**config.mk**
```make
export PLATFORM = sky130hd
export DESIGN_NAME = utlb_lookup_sequencer_flat
export DESIGN_NICKNAME = d
export VERILOG_FILES = /design/src/rtl/mmu_pkg.sv /design/src/rtl/utlb_lookup_sequencer_if.sv /design/src/rtl/utlb_entry_check.sv /design/src/rtl/utlb_lookup_sequencer.sv /design/src/flat_wrapper.sv
export SDC_FILE = /design/constraint.sdc
export NUM_CORES = 1
export LEC_CHECK = 0
export ABC_AREA = 1
export BUFFER_PORTS_ARGS = -buffer_cell sky130_fd_sc_hd__buf_2
export CORE_ASPECT_RATIO = 1.1
export CORE_MARGIN = 3
export CORE_UTILIZATION = 45
export DETAILED_ROUTE_END_ITERATION = 7
export PLACE_DENSITY_LB_ADDON = 0.25
export REMOVE_ABC_BUFFERS = 1
export SYNTH_ARGS = -nofsm -noshare
export SYNTH_HDL_FRONTEND = slang
export SYNTH_SLANG_ARGS = --single-unit
```
**constraint.sdc**
```tcl
create_clock -name clk -period 1.6 [get_ports clk]
set_clock_uncertainty 0.2 [all_clocks]
set_input_delay 0.24 -clock clk [delete_from_list [all_inputs] [get_ports clk]]
set_output_delay 0.24 -clock clk [all_outputs]
set_load 0.005 [all_outputs]
```
**src/rtl/mmu_pkg.sv**
```systemverilog
// Shared types and constants for the unified TLB lookup sequencer.
package mmu_pkg;

    localparam int unsigned EPN_W  = 20;
    localparam int unsigned PID_W  = 8;
    localparam int unsigned EXC_W  = 5;
    localparam int unsigned PERM_W = 6;

    // ISI/DSI match the core's interrupt vector numbering; TLB misses use the next free codes
    localparam logic [EXC_W-1:0] EXC_NONE = 5'd0;
    localparam logic [EXC_W-1:0] EXC_DSI  = 5'd2;
    localparam logic [EXC_W-1:0] EXC_ISI  = 5'd3;
    localparam logic [EXC_W-1:0] EXC_DTLB = 5'd13;
    localparam logic [EXC_W-1:0] EXC_ITLB = 5'd14;

    localparam int unsigned PERM_UX = 0;
    localparam int unsigned PERM_SX = 1;
    localparam int unsigned PERM_UW = 2;
    localparam int unsigned PERM_SW = 3;
    localparam int unsigned PERM_UR = 4;
    localparam int unsigned PERM_SR = 5;

    typedef enum logic [1:0] {
        ST_IDLE = 2'd0,
        ST_SCAN = 2'd1,
        ST_DONE = 2'd2
    } state_t;

    typedef struct packed {
        logic             is_d;
        logic             store;
        logic             pr;
        logic             as;
        logic [EPN_W-1:0] epn;
        logic [PID_W-1:0] pid0;
        logic [PID_W-1:0] pid1;
        logic [PID_W-1:0] pid2;
    } req_t;

endpackage

```
**src/rtl/utlb_lookup_sequencer_if.sv**
```systemverilog
// IMMU/DMMU request and response bundle for the TLB lookup sequencer.
interface utlb_lookup_sequencer_if #(
    parameter int unsigned IDX_W = 4
);
    import mmu_pkg::*;

    logic             I_Req;
    logic             I_AS;
    logic [EPN_W-1:0] I_EA_EPN;
    logic             D_Req;
    logic             D_AS;
    logic [EPN_W-1:0] D_EA_EPN;
    logic             D_Ins_Type;

    logic             I_Ack;
    logic             I_Hit;
    logic [IDX_W-1:0] I_Idx;
    logic [EXC_W-1:0] I_Exception;
    logic             D_Ack;
    logic             D_Hit;
    logic [IDX_W-1:0] D_Idx;
    logic [EXC_W-1:0] D_Exception;

    modport master (
        output I_Req, I_AS, I_EA_EPN, D_Req, D_AS, D_EA_EPN, D_Ins_Type,
        input  I_Ack, I_Hit, I_Idx, I_Exception, D_Ack, D_Hit, D_Idx, D_Exception
    );

    modport slave (
        input  I_Req, I_AS, I_EA_EPN, D_Req, D_AS, D_EA_EPN, D_Ins_Type,
        output I_Ack, I_Hit, I_Idx, I_Exception, D_Ack, D_Hit, D_Idx, D_Exception
    );

endinterface

```
**src/rtl/utlb_entry_check.sv**
```systemverilog
// Combinational match and permission check of one TLB entry against the latched request.
module utlb_entry_check
    import mmu_pkg::*;
(
    input  req_t              req,
    input  logic              entry_v,
    input  logic              entry_ts,
    input  logic [PID_W-1:0]  entry_tid,
    input  logic [EPN_W-1:0]  entry_epn,
    input  logic [PERM_W-1:0] entry_permis,
    output logic              match,
    output logic              perm_ok
);

    logic tid_ok;

    assign tid_ok = (entry_tid == '0) || (entry_tid == req.pid0) ||
                    (entry_tid == req.pid1) || (entry_tid == req.pid2);

    assign match = entry_v && (entry_ts == req.as) && (entry_epn == req.epn) && tid_ok;

    always_comb begin
        perm_ok = 1'b0;
        if (!req.is_d)
            perm_ok = req.pr ? entry_permis[PERM_UX] : entry_permis[PERM_SX];
        else if (req.store)
            perm_ok = req.pr ? entry_permis[PERM_UW] : entry_permis[PERM_SW];
        else
            perm_ok = req.pr ? entry_permis[PERM_UR] : entry_permis[PERM_SR];
    end

endmodule

```
**src/rtl/utlb_lookup_sequencer.sv**
```systemverilog
// Arbitrates IMMU/DMMU lookups onto one TLB read port and scans one entry per cycle.
// Optional last-hit start index per requester: define UTLB_LAST_HIT_CACHE_EN.
module utlb_lookup_sequencer
    import mmu_pkg::*;
#(
    parameter int unsigned NUM_ENTRIES = 16,
    parameter int unsigned IDX_W       = 4
) (
    input  logic                      clk,
    input  logic                      rst,
    input  logic                      MSR_PR,
    input  logic [PID_W-1:0]          PID0,
    input  logic [PID_W-1:0]          PID1,
    input  logic [PID_W-1:0]          PID2,
    utlb_lookup_sequencer_if.slave    rif,
    input  logic                      TLB_Wr,
    output logic [IDX_W-1:0]          TLB_Rd_Idx,
    input  logic                      TLB_entry_V,
    input  logic                      TLB_entry_TS,
    input  logic [PID_W-1:0]          TLB_entry_TID,
    input  logic [EPN_W-1:0]          TLB_entry_EPN,
    input  logic [PERM_W-1:0]         TLB_entry_PERMIS,
    output logic                      Busy
);

    localparam logic [IDX_W-1:0] LAST_IDX = IDX_W'(NUM_ENTRIES - 1);

    state_t           state_q, state_nxt;
    req_t             req_q, req_nxt;
    logic [IDX_W-1:0] idx_q, idx_nxt;
    logic             rr_d_q, rr_d_nxt;
    logic             busy_q, busy_nxt;
    logic             i_ack_q, i_ack_nxt, i_hit_q, i_hit_nxt;
    logic             d_ack_q, d_ack_nxt, d_hit_q, d_hit_nxt;
    logic [IDX_W-1:0] i_idx_q, i_idx_nxt, d_idx_q, d_idx_nxt;
    logic [EXC_W-1:0] i_exc_q, i_exc_nxt, d_exc_q, d_exc_nxt;
    logic             grant_d;
    logic             match, perm_ok, last_c;

`ifdef UTLB_LAST_HIT_CACHE_EN
    logic [IDX_W-1:0] cnt_q, cnt_nxt;
    logic [IDX_W-1:0] i_cidx_q, i_cidx_nxt, d_cidx_q, d_cidx_nxt;
    logic             i_cvld_q, i_cvld_nxt, d_cvld_q, d_cvld_nxt;

    assign last_c = (cnt_q == LAST_IDX);
`else
    assign last_c = (idx_q == LAST_IDX);
`endif

    utlb_entry_check u_entry_check (
        .req          (req_q),
        .entry_v      (TLB_entry_V),
        .entry_ts     (TLB_entry_TS),
        .entry_tid    (TLB_entry_TID),
        .entry_epn    (TLB_entry_EPN),
        .entry_permis (TLB_entry_PERMIS),
        .match        (match),
        .perm_ok      (perm_ok)
    );

    // Next state, scan index and response registers
    always_comb begin
        state_nxt = state_q;
        req_nxt   = req_q;
        idx_nxt   = idx_q;
        rr_d_nxt  = rr_d_q;
        grant_d   = 1'b0;
        i_ack_nxt = 1'b0;
        i_hit_nxt = 1'b0;
        i_idx_nxt = '0;
        i_exc_nxt = EXC_NONE;
        d_ack_nxt = 1'b0;
        d_hit_nxt = 1'b0;
        d_idx_nxt = '0;
        d_exc_nxt = EXC_NONE;
`ifdef UTLB_LAST_HIT_CACHE_EN
        cnt_nxt    = cnt_q;
        i_cidx_nxt = i_cidx_q;
        i_cvld_nxt = i_cvld_q;
        d_cidx_nxt = d_cidx_q;
        d_cvld_nxt = d_cvld_q;
`endif
        unique case (state_q)
            ST_IDLE: begin
                if (rif.I_Req || rif.D_Req) begin
                    grant_d = rif.D_Req && (!rif.I_Req || rr_d_q);
                    if (rif.I_Req && rif.D_Req)
                        rr_d_nxt = !rr_d_q;
                    req_nxt.is_d  = grant_d;
                    req_nxt.store = grant_d && rif.D_Ins_Type;
                    req_nxt.pr    = MSR_PR;
                    req_nxt.as    = grant_d ? rif.D_AS : rif.I_AS;
                    req_nxt.epn   = grant_d ? rif.D_EA_EPN : rif.I_EA_EPN;
                    req_nxt.pid0  = PID0;
                    req_nxt.pid1  = PID1;
                    req_nxt.pid2  = PID2;
                    idx_nxt       = '0;
`ifdef UTLB_LAST_HIT_CACHE_EN
                    cnt_nxt = '0;
                    if (!TLB_Wr) begin
                        if (grant_d && d_cvld_q)
                            idx_nxt = d_cidx_q;
                        else if (!grant_d && i_cvld_q)
                            idx_nxt = i_cidx_q;
                    end
`endif
                    state_nxt = ST_SCAN;
                end
            end
            ST_SCAN: begin
                if (TLB_Wr) begin
                    idx_nxt = '0;
`ifdef UTLB_LAST_HIT_CACHE_EN
                    cnt_nxt = '0;
`endif
                end else if (match) begin
                    state_nxt = ST_DONE;
                    if (req_q.is_d) begin
                        d_ack_nxt = 1'b1;
                        d_hit_nxt = perm_ok;
                        d_idx_nxt = idx_q;
                        d_exc_nxt = perm_ok ? EXC_NONE : EXC_DSI;
                    end else begin
                        i_ack_nxt = 1'b1;
                        i_hit_nxt = perm_ok;
                        i_idx_nxt = idx_q;
                        i_exc_nxt = perm_ok ? EXC_NONE : EXC_ISI;
                    end
`ifdef UTLB_LAST_HIT_CACHE_EN
                    if (req_q.is_d) begin
                        d_cidx_nxt = idx_q;
                        d_cvld_nxt = 1'b1;
                    end else begin
                        i_cidx_nxt = idx_q;
                        i_cvld_nxt = 1'b1;
                    end
`endif
                end else if (last_c) begin
                    state_nxt = ST_DONE;
                    if (req_q.is_d) begin
                        d_ack_nxt = 1'b1;
                        d_exc_nxt = EXC_DTLB;
                    end else begin
                        i_ack_nxt = 1'b1;
                        i_exc_nxt = EXC_ITLB;
                    end
                end else begin
                    idx_nxt = idx_q + IDX_W'(1);
`ifdef UTLB_LAST_HIT_CACHE_EN
                    cnt_nxt = cnt_q + IDX_W'(1);
`endif
                end
            end
            ST_DONE: state_nxt = ST_IDLE;
            default: state_nxt = ST_IDLE;
        endcase
`ifdef UTLB_LAST_HIT_CACHE_EN
        if (TLB_Wr) begin
            i_cvld_nxt = 1'b0;
            d_cvld_nxt = 1'b0;
        end
`endif
        // Read index is only presented while scanning
        if (state_nxt != ST_SCAN)
            idx_nxt = '0;
        busy_nxt = (state_nxt == ST_SCAN);
    end

    always_ff @(posedge clk) begin
        if (rst) begin
            state_q <= ST_IDLE;
            req_q   <= '0;
            idx_q   <= '0;
            rr_d_q  <= 1'b1;
            busy_q  <= 1'b0;
            i_ack_q <= 1'b0;
            i_hit_q <= 1'b0;
            i_idx_q <= '0;
            i_exc_q <= EXC_NONE;
            d_ack_q <= 1'b0;
            d_hit_q <= 1'b0;
            d_idx_q <= '0;
            d_exc_q <= EXC_NONE;
`ifdef UTLB_LAST_HIT_CACHE_EN
            cnt_q    <= '0;
            i_cidx_q <= '0;
            i_cvld_q <= 1'b0;
            d_cidx_q <= '0;
            d_cvld_q <= 1'b0;
`endif
        end else begin
            state_q <= state_nxt;
            req_q   <= req_nxt;
            idx_q   <= idx_nxt;
            rr_d_q  <= rr_d_nxt;
            busy_q  <= busy_nxt;
            i_ack_q <= i_ack_nxt;
            i_hit_q <= i_hit_nxt;
            i_idx_q <= i_idx_nxt;
            i_exc_q <= i_exc_nxt;
            d_ack_q <= d_ack_nxt;
            d_hit_q <= d_hit_nxt;
            d_idx_q <= d_idx_nxt;
            d_exc_q <= d_exc_nxt;
`ifdef UTLB_LAST_HIT_CACHE_EN
            cnt_q    <= cnt_nxt;
            i_cidx_q <= i_cidx_nxt;
            i_cvld_q <= i_cvld_nxt;
            d_cidx_q <= d_cidx_nxt;
            d_cvld_q <= d_cvld_nxt;
`endif
        end
    end

    assign TLB_Rd_Idx      = idx_q;
    assign Busy            = busy_q;
    assign rif.I_Ack       = i_ack_q;
    assign rif.I_Hit       = i_hit_q;
    assign rif.I_Idx       = i_idx_q;
    assign rif.I_Exception = i_exc_q;
    assign rif.D_Ack       = d_ack_q;
    assign rif.D_Hit       = d_hit_q;
    assign rif.D_Idx       = d_idx_q;
    assign rif.D_Exception = d_exc_q;

endmodule
```
**src/flat_wrapper.sv**
```systemverilog
// flat-port wrapper written by rule: the top's interface ports become plain ports
module utlb_lookup_sequencer_flat import mmu_pkg::*;
#(
    parameter int unsigned NUM_ENTRIES = 16,
    parameter int unsigned IDX_W       = 4
)
  (clk, rst, MSR_PR, PID0, PID1, PID2, TLB_Wr, TLB_Rd_Idx, TLB_entry_V, TLB_entry_TS, TLB_entry_TID, TLB_entry_EPN, TLB_entry_PERMIS, Busy, rif_I_Req, rif_I_AS, rif_I_EA_EPN, rif_D_Req, rif_D_AS, rif_D_EA_EPN, rif_D_Ins_Type, rif_I_Ack, rif_I_Hit, rif_I_Idx, rif_I_Exception, rif_D_Ack, rif_D_Hit, rif_D_Idx, rif_D_Exception);
  utlb_lookup_sequencer_if #(.IDX_W(IDX_W)) rif_i ();
  input  logic clk;
  input  logic rst;
  input  logic MSR_PR;
  input  logic [PID_W-1:0] PID0;
  input  logic [PID_W-1:0] PID1;
  input  logic [PID_W-1:0] PID2;
  input  logic TLB_Wr;
  output logic [IDX_W-1:0] TLB_Rd_Idx;
  input  logic TLB_entry_V;
  input  logic TLB_entry_TS;
  input  logic [PID_W-1:0] TLB_entry_TID;
  input  logic [EPN_W-1:0] TLB_entry_EPN;
  input  logic [PERM_W-1:0] TLB_entry_PERMIS;
  output logic Busy;
  input wire logic [$bits(rif_i.I_Req)-1:0] rif_I_Req;
  input wire logic [$bits(rif_i.I_AS)-1:0] rif_I_AS;
  input wire logic [$bits(rif_i.I_EA_EPN)-1:0] rif_I_EA_EPN;
  input wire logic [$bits(rif_i.D_Req)-1:0] rif_D_Req;
  input wire logic [$bits(rif_i.D_AS)-1:0] rif_D_AS;
  input wire logic [$bits(rif_i.D_EA_EPN)-1:0] rif_D_EA_EPN;
  input wire logic [$bits(rif_i.D_Ins_Type)-1:0] rif_D_Ins_Type;
  output wire logic [$bits(rif_i.I_Ack)-1:0] rif_I_Ack;
  output wire logic [$bits(rif_i.I_Hit)-1:0] rif_I_Hit;
  output wire logic [$bits(rif_i.I_Idx)-1:0] rif_I_Idx;
  output wire logic [$bits(rif_i.I_Exception)-1:0] rif_I_Exception;
  output wire logic [$bits(rif_i.D_Ack)-1:0] rif_D_Ack;
  output wire logic [$bits(rif_i.D_Hit)-1:0] rif_D_Hit;
  output wire logic [$bits(rif_i.D_Idx)-1:0] rif_D_Idx;
  output wire logic [$bits(rif_i.D_Exception)-1:0] rif_D_Exception;
  assign rif_i.I_Req = rif_I_Req;
  assign rif_i.I_AS = rif_I_AS;
  assign rif_i.I_EA_EPN = rif_I_EA_EPN;
  assign rif_i.D_Req = rif_D_Req;
  assign rif_i.D_AS = rif_D_AS;
  assign rif_i.D_EA_EPN = rif_D_EA_EPN;
  assign rif_i.D_Ins_Type = rif_D_Ins_Type;
  assign rif_I_Ack = rif_i.I_Ack;
  assign rif_I_Hit = rif_i.I_Hit;
  assign rif_I_Idx = rif_i.I_Idx;
  assign rif_I_Exception = rif_i.I_Exception;
  assign rif_D_Ack = rif_i.D_Ack;
  assign rif_D_Hit = rif_i.D_Hit;
  assign rif_D_Idx = rif_i.D_Idx;
  assign rif_D_Exception = rif_i.D_Exception;
  utlb_lookup_sequencer #(.NUM_ENTRIES(NUM_ENTRIES), .IDX_W(IDX_W)) u_core (.clk(clk), .rst(rst), .MSR_PR(MSR_PR), .PID0(PID0), .PID1(PID1), .PID2(PID2), .rif(rif_i), .TLB_Wr(TLB_Wr), .TLB_Rd_Idx(TLB_Rd_Idx), .TLB_entry_V(TLB_entry_V), .TLB_entry_TS(TLB_entry_TS), .TLB_entry_TID(TLB_entry_TID), .TLB_entry_EPN(TLB_entry_EPN), .TLB_entry_PERMIS(TLB_entry_PERMIS), .Busy(Busy));
endmodule
```
==> summary.txt, run 1 <==
status - complete, but fails checks
failing checks - negative setup slack
CTS tree - done
Min Hold Slack - 11.9 ps
first-pass GRT wire length - 17300 um
Final Slew Violations - 0
# setup viols final - 21
Lkg Pwr - 0.00282 uW
# port buffers - 133
GRT Util Overall - 0.228
Sink Count - 73
Yosys top cell area share - 0.392
top-count cell post-synth - nand2_1
commonest register cell after synthesis - dfxtp_1
setup TNS - -1560 ps
Slew HR - 0.652
initial DRC count - 119
RSZ-0062 raised after global routing - yes
NumNets Final - 909
Top Ports - 136
global placement routability congestion - 0.821
total gr overflow - 0
Worst Tran Pin Value - 516 ps
register area share after synthesis - 0.392
critical path endpoint category - register
Final HPWL DP - 7440 um
FP Rows - 34
Total Die Area - 9410 um2
via count - 4262
Initial Utilization - 0.466
WHS Path Cells - 3
synth cell count leaders - nand2_1 (165), nor2_1 (115), inv_1 (84)
CP Class - reg -> reg
reg-to-reg endpoint - u_core.rif.D_Idx[2]$_SDFF_PP0_
layout cells sized above 1 - 0.326
CTS root buf - clkbuf_8
Antenna Violating Nets Remaining - 0
P per Cell Area - 797 nW/um2
ys async rst share - 0
number of synthesized flops with an enable pin - 0
wire length per cell - 11.7 um
Longest Clk Path Bufs - 2
Skew-Pair Late Insertion Delay - 350 ps
Clock transition at path regs - 80 ps
largest net degree at the start of global routing - 55
Core Area - 8000 um2
H-tree Lvls - 3
Synth Warn # - 0
r2r worst-path depth - 10
synthesis-to-finish area growth - 48.1%
crit path max fanout - 7
CP required - 1690 ps
DRC viols - 0
FF+latch count, synth - 73
die height - 101 um
Max Cap Viol - 0
Cell variety after synth - 27
Tcrit/Tclk final - 1.08
fmax - 0.577 GHz
Vias/cell - 4.67
CTS Buf Count - 9
Startpoint Class - register
Routed WL - 10700 um
initial antenna violation count - 0
drt pass-1 iters - 5
min setup slack post-route - -133 ps
Mapped Area - 3730 um2
Hold EP - u_core.req_q[15]$_SDFFE_PP0P_
reg-to-reg setup timing slack - -130 ps
Die W - 92.8 um
IR drop worst, VDD - 0.426 mV
worst r2r src - u_core.req_q[9]$_SDFFE_PP0P_
cells after synthesis - 604
Filler Cells Inserted - 710
leading area contributor after synthesis - dfxtp_1
antenna cell count - 0
vias in the first global route - 4099
top cells by area, synth - dfxtp_1 (39%), nand2_1 (17%), nor2_1 (12%)
CP arrival - 1820 ps
Mean Syn Cell Area - 6.17 um2
worst min path class - in -> reg
min-delay src - PID1[7]
crit path time final - 1730 ps
Final Hold Fails - 0
state kept, by name, indices dropped and copies added, names as in the netlist:
signal and count:
u_core.rif.I_Idx 4, u_core.req_q 48, u_core.rr_d_q 1, u_core.rif.D_Idx 4, u_core.Busy 1, u_core.state_q 2
u_core.rif.I_Exception 3, u_core.rif.I_Ack 1, u_core.TLB_Rd_Idx 4, u_core.rif.D_Ack 1, u_core.rif.D_Exception 2, u_core.rif.I_Hit 1
u_core.rif.D_Hit 1
final cells by class:
cell class	count	area (um2)	area share
Multi-Input combinational cell	421	1990	0.360
Tap cell	108	135	0.0245
Timing Repair Buffer	208	1400	0.253
Sequential cell	73	1490	0.270
Clock buffer	9	124	0.0224
Inverter	86	323	0.0585
Clock inverter	7	60.1	0.0109
layout by cell type (no fill, tap or decap), types with 2 or more instances in the layout:
cell type / n
xnor2_1: 2
nand2_1: 142
nor2_2: 12
clkinvlp_4: 3
or2_2: 3
xnor2_2: 2
inv_2: 12
inv_1: 74
dlygate4sd3_1: 44
buf_2: 133
nand4_1: 13
nand3_1: 6
buf_12: 4
inv_6: 3
o21ai_0: 51
buf_4: 25
buf_6: 2
conb_1: 2
dfxtp_2: 25
nor2_1: 103
nand2_2: 20
clkbuf_8: 9
nand2_4: 3
dfxtp_1: 48
a21oi_1: 48
per-stage QoR:
stage / util / power, uW / worst slack [ps] / cell area [um2] / std cells
after global routing: 0.690 / 4650 / -243 / 5520 / 912
after floorplan: - / 2530 / -2600 / 3610 / 580
final: 0.690 / 4400 / -133 / 5520 / 912
after detailed placement: 0.586 / 2910 / -377 / 4690 / 849
after CTS: 0.671 / 4390 / -203 / 5370 / 910
after global placement: 0.586 / 2890 / -325 / 4690 / 849
worst max-delay path by stage:
stage | startpoint | endpoint | slack, ps | cells after the start
finish | u_core.req_q[9]$_SDFFE_PP0P_ | u_core.rif.D_Idx[2]$_SDFF_PP0_ | -130 | 10
global route | u_core.req_q[8]$_SDFFE_PP0P_ | u_core.rif.D_Hit$_SDFF_PP0_ | -240 | 12
CTS | u_core.req_q[35]$_SDFFE_PP0P_ | u_core.rif.D_Hit$_SDFF_PP0_ | -200 | 10
detailed placement | TLB_entry_EPN[2] | u_core.rif.D_Idx[2]$_SDFF_PP0_ | -380 | 8
global placement | TLB_entry_EPN[2] | u_core.rif.D_Idx[2]$_SDFF_PP0_ | -320 | 8
floorplan | rif_D_Req | u_core.TLB_Rd_Idx[0]$_SDFFE_PP0P_ | -2600 | 4
where the power goes:
part | switching [uW] | internal, uW | total (uW)
combinational | 520 | 486 | 1010
clock | 776 | 589 | 1360
sequential | 79.3 | 1950 | 2030
kinds of logic after synthesis:
group	after synthesis	share of synthesized area
flip-flops	73	0.392
XOR/XNOR	5	0.0117
other	1	0.00101
buffers and inverters	111	0.118
adder cells (fa/ha/maj)	1	0.00336
AO/OA/AOI/OAI	104	0.142
AND/OR/NAND/NOR	309	0.332
worst max-delay path: stages (launching register included):
cell and delay (ps):
dfxtp_1 330, xor2_1 160, nor2_1 130, nand2_1 70, nor2_1 120, nor2_1 70
nand2_2 80, nor3b_4 190, buf_6 160, nand2_4 90, nor2_2 100
repair_timing:
action                                  4_1_cts  5_1_grt
pin swaps                                    11       35
hold buffers                                 44        0
gates resized for setup                      20       63
hold endpoints to repair                     48        0
buffers inserted                              1        2
endpoints found under the setup margin       24       46
routing by layer:
metal,up-vias,share of wire,global-route usage
met4,0,0.025,0.100
met2,119,0.53,0.428
met1,1868,0.39,0.247
met3,21,0.054,0.0453
li1,2254,-,-
met5,-,0,0
Note: power is estimated with default switching activity, not from simulation.
==> run 2, diff against run 1 <==
GPL_TIMING_DRIVEN = 0   (was unset)
==> summary.txt, run 2 (same netlist as run 1, synthesis figures left out) <==
status - complete, but fails checks
failing checks - negative hold slack, negative setup slack
vias in the first global route - 3831 (-6.5%)
reg-to-reg setup timing slack - -190 ps (-60 ps)
Total Die Area - 9410 um2 (unchanged)
P per Cell Area - 870 nW/um2 (+9.2%)
CTS root buf - clkbuf_8
max reg flops - 48 (unchanged)
global placement routability congestion - 0.807 (-1.7%)
Initial Utilization - 0.466 (unchanged)
Filler Cells Inserted - 767 (+8.0%)
Routed WL - 10900 um (+1.8%)
Max Cap Viol - 0 (unchanged)
CP arrival - 1870 ps (+50 ps)
DRC viols - 0 (unchanged)
Top Ports - 136 (unchanged)
critical path endpoint category - register
Design Area, Final - 5280 um2 (-4.3%)
most common cell after layout, fill and taps aside - nand2_1
worst min path class - in -> reg
CP required - 1680 ps (about the same)
largest net degree at the start of global routing - 50 (-9.1%)
Core Area - 8000 um2 (unchanged)
fmax - 0.558 GHz (-3.3%)
RSZ-0062 raised after global routing - yes
worst r2r src - u_core.req_q[35]$_SDFFE_PP0P_
Flop pwr share - 0.441 (-0.020)
total gr overflow - 0 (unchanged)
Die W - 92.8 um (unchanged)
Min Hold Slack - -6.52 ps (-18.4 ps)
layout cells sized above 1 - 0.299 (-0.0264)
H-tree Lvls - 3 (unchanged)
Clock transition at path regs - 80 ps (about the same)
Combinational Power Share - 0.206 (-0.023)
Switching Fraction - 0.288 (-0.0242)
Antenna Violating Nets Remaining - 0 (unchanged)
IR drop worst, VDD - 0.407 mV (-4.5%)
Final Hold Fails - 1 (+1)
Final Core Density - 0.661 (-0.0294)
NumNets Final - 883 (-2.9%)
GRT Util Overall - 0.223 (-0.00477)
Longest Clk Path Bufs - 2 (unchanged)
CTS Buf Count - 9 (unchanged)
Final HPWL DP - 7190 um (-3.3%)
Lkg Pwr - 0.00270 uW (-4.3%)
min-delay src - rif_D_EA_EPN[6]
via count - 4226 (-0.84%)
die height - 101 um (unchanged)
FP Rows - 34 (unchanged)
first-pass GRT wire length - 16900 um (-2.3%)
initial DRC count - 137 (+15%)
Final Slew Violations - 0 (unchanged)
Tcrit/Tclk final - 1.12 (+0.0375)
Worst Tran Pin Value - 635 ps (+119 ps)
Largest Register - u_core.req_q
# setup viols final - 24 (+14%)
NetSw - 1330 uW (-3.5%)
Power Internal - 3270 uW (+8.2%)
min setup slack post-route - -193 ps (-60.0 ps)
Sink Count - 73 (unchanged)
# port buffers - 133 (unchanged)
most frequent cells in the layout - nand2_1 (152), buf_2 (133), nor2_1 (106), inv_1 (75), o21ai_0 (51)
CP Class - reg -> reg
initial antenna violation count - 0 (unchanged)
placed cell area - 4470 um2 (-4.7%)
wire length per cell - 12.3 um (+4.8%)
antenna cell count - 0 (unchanged)
Startpoint Class - register
CTS tree - done
drt pass-1 iters - 5 (unchanged)
crit path time final - 1790 ps (+60.0 ps)
Slew HR - 0.577 (-0.0755)
worst setup path start - u_core.req_q[35]$_SDFFE_PP0P_
clock share of power - 0.354 (+0.044)
Skew-Pair Late Insertion Delay - 340 ps (about the same)
Vias/cell - 4.77 (+2.1%)
synthesis-to-finish area growth - 41.8%
crit path max fanout - 7 (unchanged)
[run 2: layer usage]
| metal | up-vias | wire [um] | GRT usage |
|---|---|---|---|
| met1 | 1858 | 4240 | 0.256 |
| met5 | - | 0 | 0 |
| li1 | 2200 | - | - |
| met2 | 144 | 5530 | 0.404 |
| met3 | 24 | 792 | 0.0542 |
| met4 | 0 | 311 | 0.0789 |
[run 2: power by group through the flow]
stage,registers (uW),clock network (uW),logic (uW)
floorplan,2030,0,499
global placement,2040,0,756
detailed placement,2050,0,786
CTS,2010,1660,892
global route,2040,1750,1070
finish,2030,1620,946
[run 2: path summary, 6_finish.rpt]
| check | depth (start not counted) | to |
|---|---|---|
| min reg2reg | 2 | u_core.req_q[13]$_SDFFE_PP0P_ |
| max | 10 | u_core.rif.D_Idx[0]$_SDFF_PP0_ |
| max reg2reg | 10 | u_core.rif.D_Idx[0]$_SDFF_PP0_ |
| min | 3 | u_core.req_q[30]$_SDFFE_PP0P_ |
[run 2: final cells by class]
| class | count | area, um2 | share of cell area |
|---|---|---|---|
| timing repair buffer | 179 | 1120 | 0.212 |
| multi-input combinational | 422 | 1970 | 0.372 |
| clock inverter | 7 | 103 | 0.0194 |
| sequential | 73 | 1490 | 0.282 |
| clock buffer | 9 | 124 | 0.0234 |
| inverter | 86 | 330 | 0.0625 |
| timing repair inverter | 2 | 15.0 | 0.00284 |
| tap | 108 | 135 | 0.0256 |
[run 2: per-stage QoR]
step	instances	setup WS [ps]	total power, uW	TNS [ps]	hold slack [ps]
after floorplan	580	-2600	2530	-120520	109
after global placement	821	-4420	2800	-211370	239
after detailed placement	823	-619	2830	-24840	257
after CTS	878	-187	4570	-2550	0.273
after global routing	886	-347	4860	-6870	-0.693
final	886	-193	4600	-2670	-6.52
[run 2: what timing repair did]
item / CTS / global route
hold endpoints to repair: 32 / 0
buffers inserted: 5 / 7
setup endpoints to repair: 47 / 70
pin swaps: 12 / 25
hold buffers: 32 / 0
resized for setup: 30 / 39
gates cloned: 2 / 1
[run 2: worst max-delay path, stage by stage, from the launching register on]
cell and delay (ps):
dfxtp_2 370, inv_2 40, nand2_2 70, nand2_1 50, nor2_1 90, nand4_1 90, nor2_1 120, nand2_1 100
nor3b_4 310, nand2_2 170, nor2_1 130
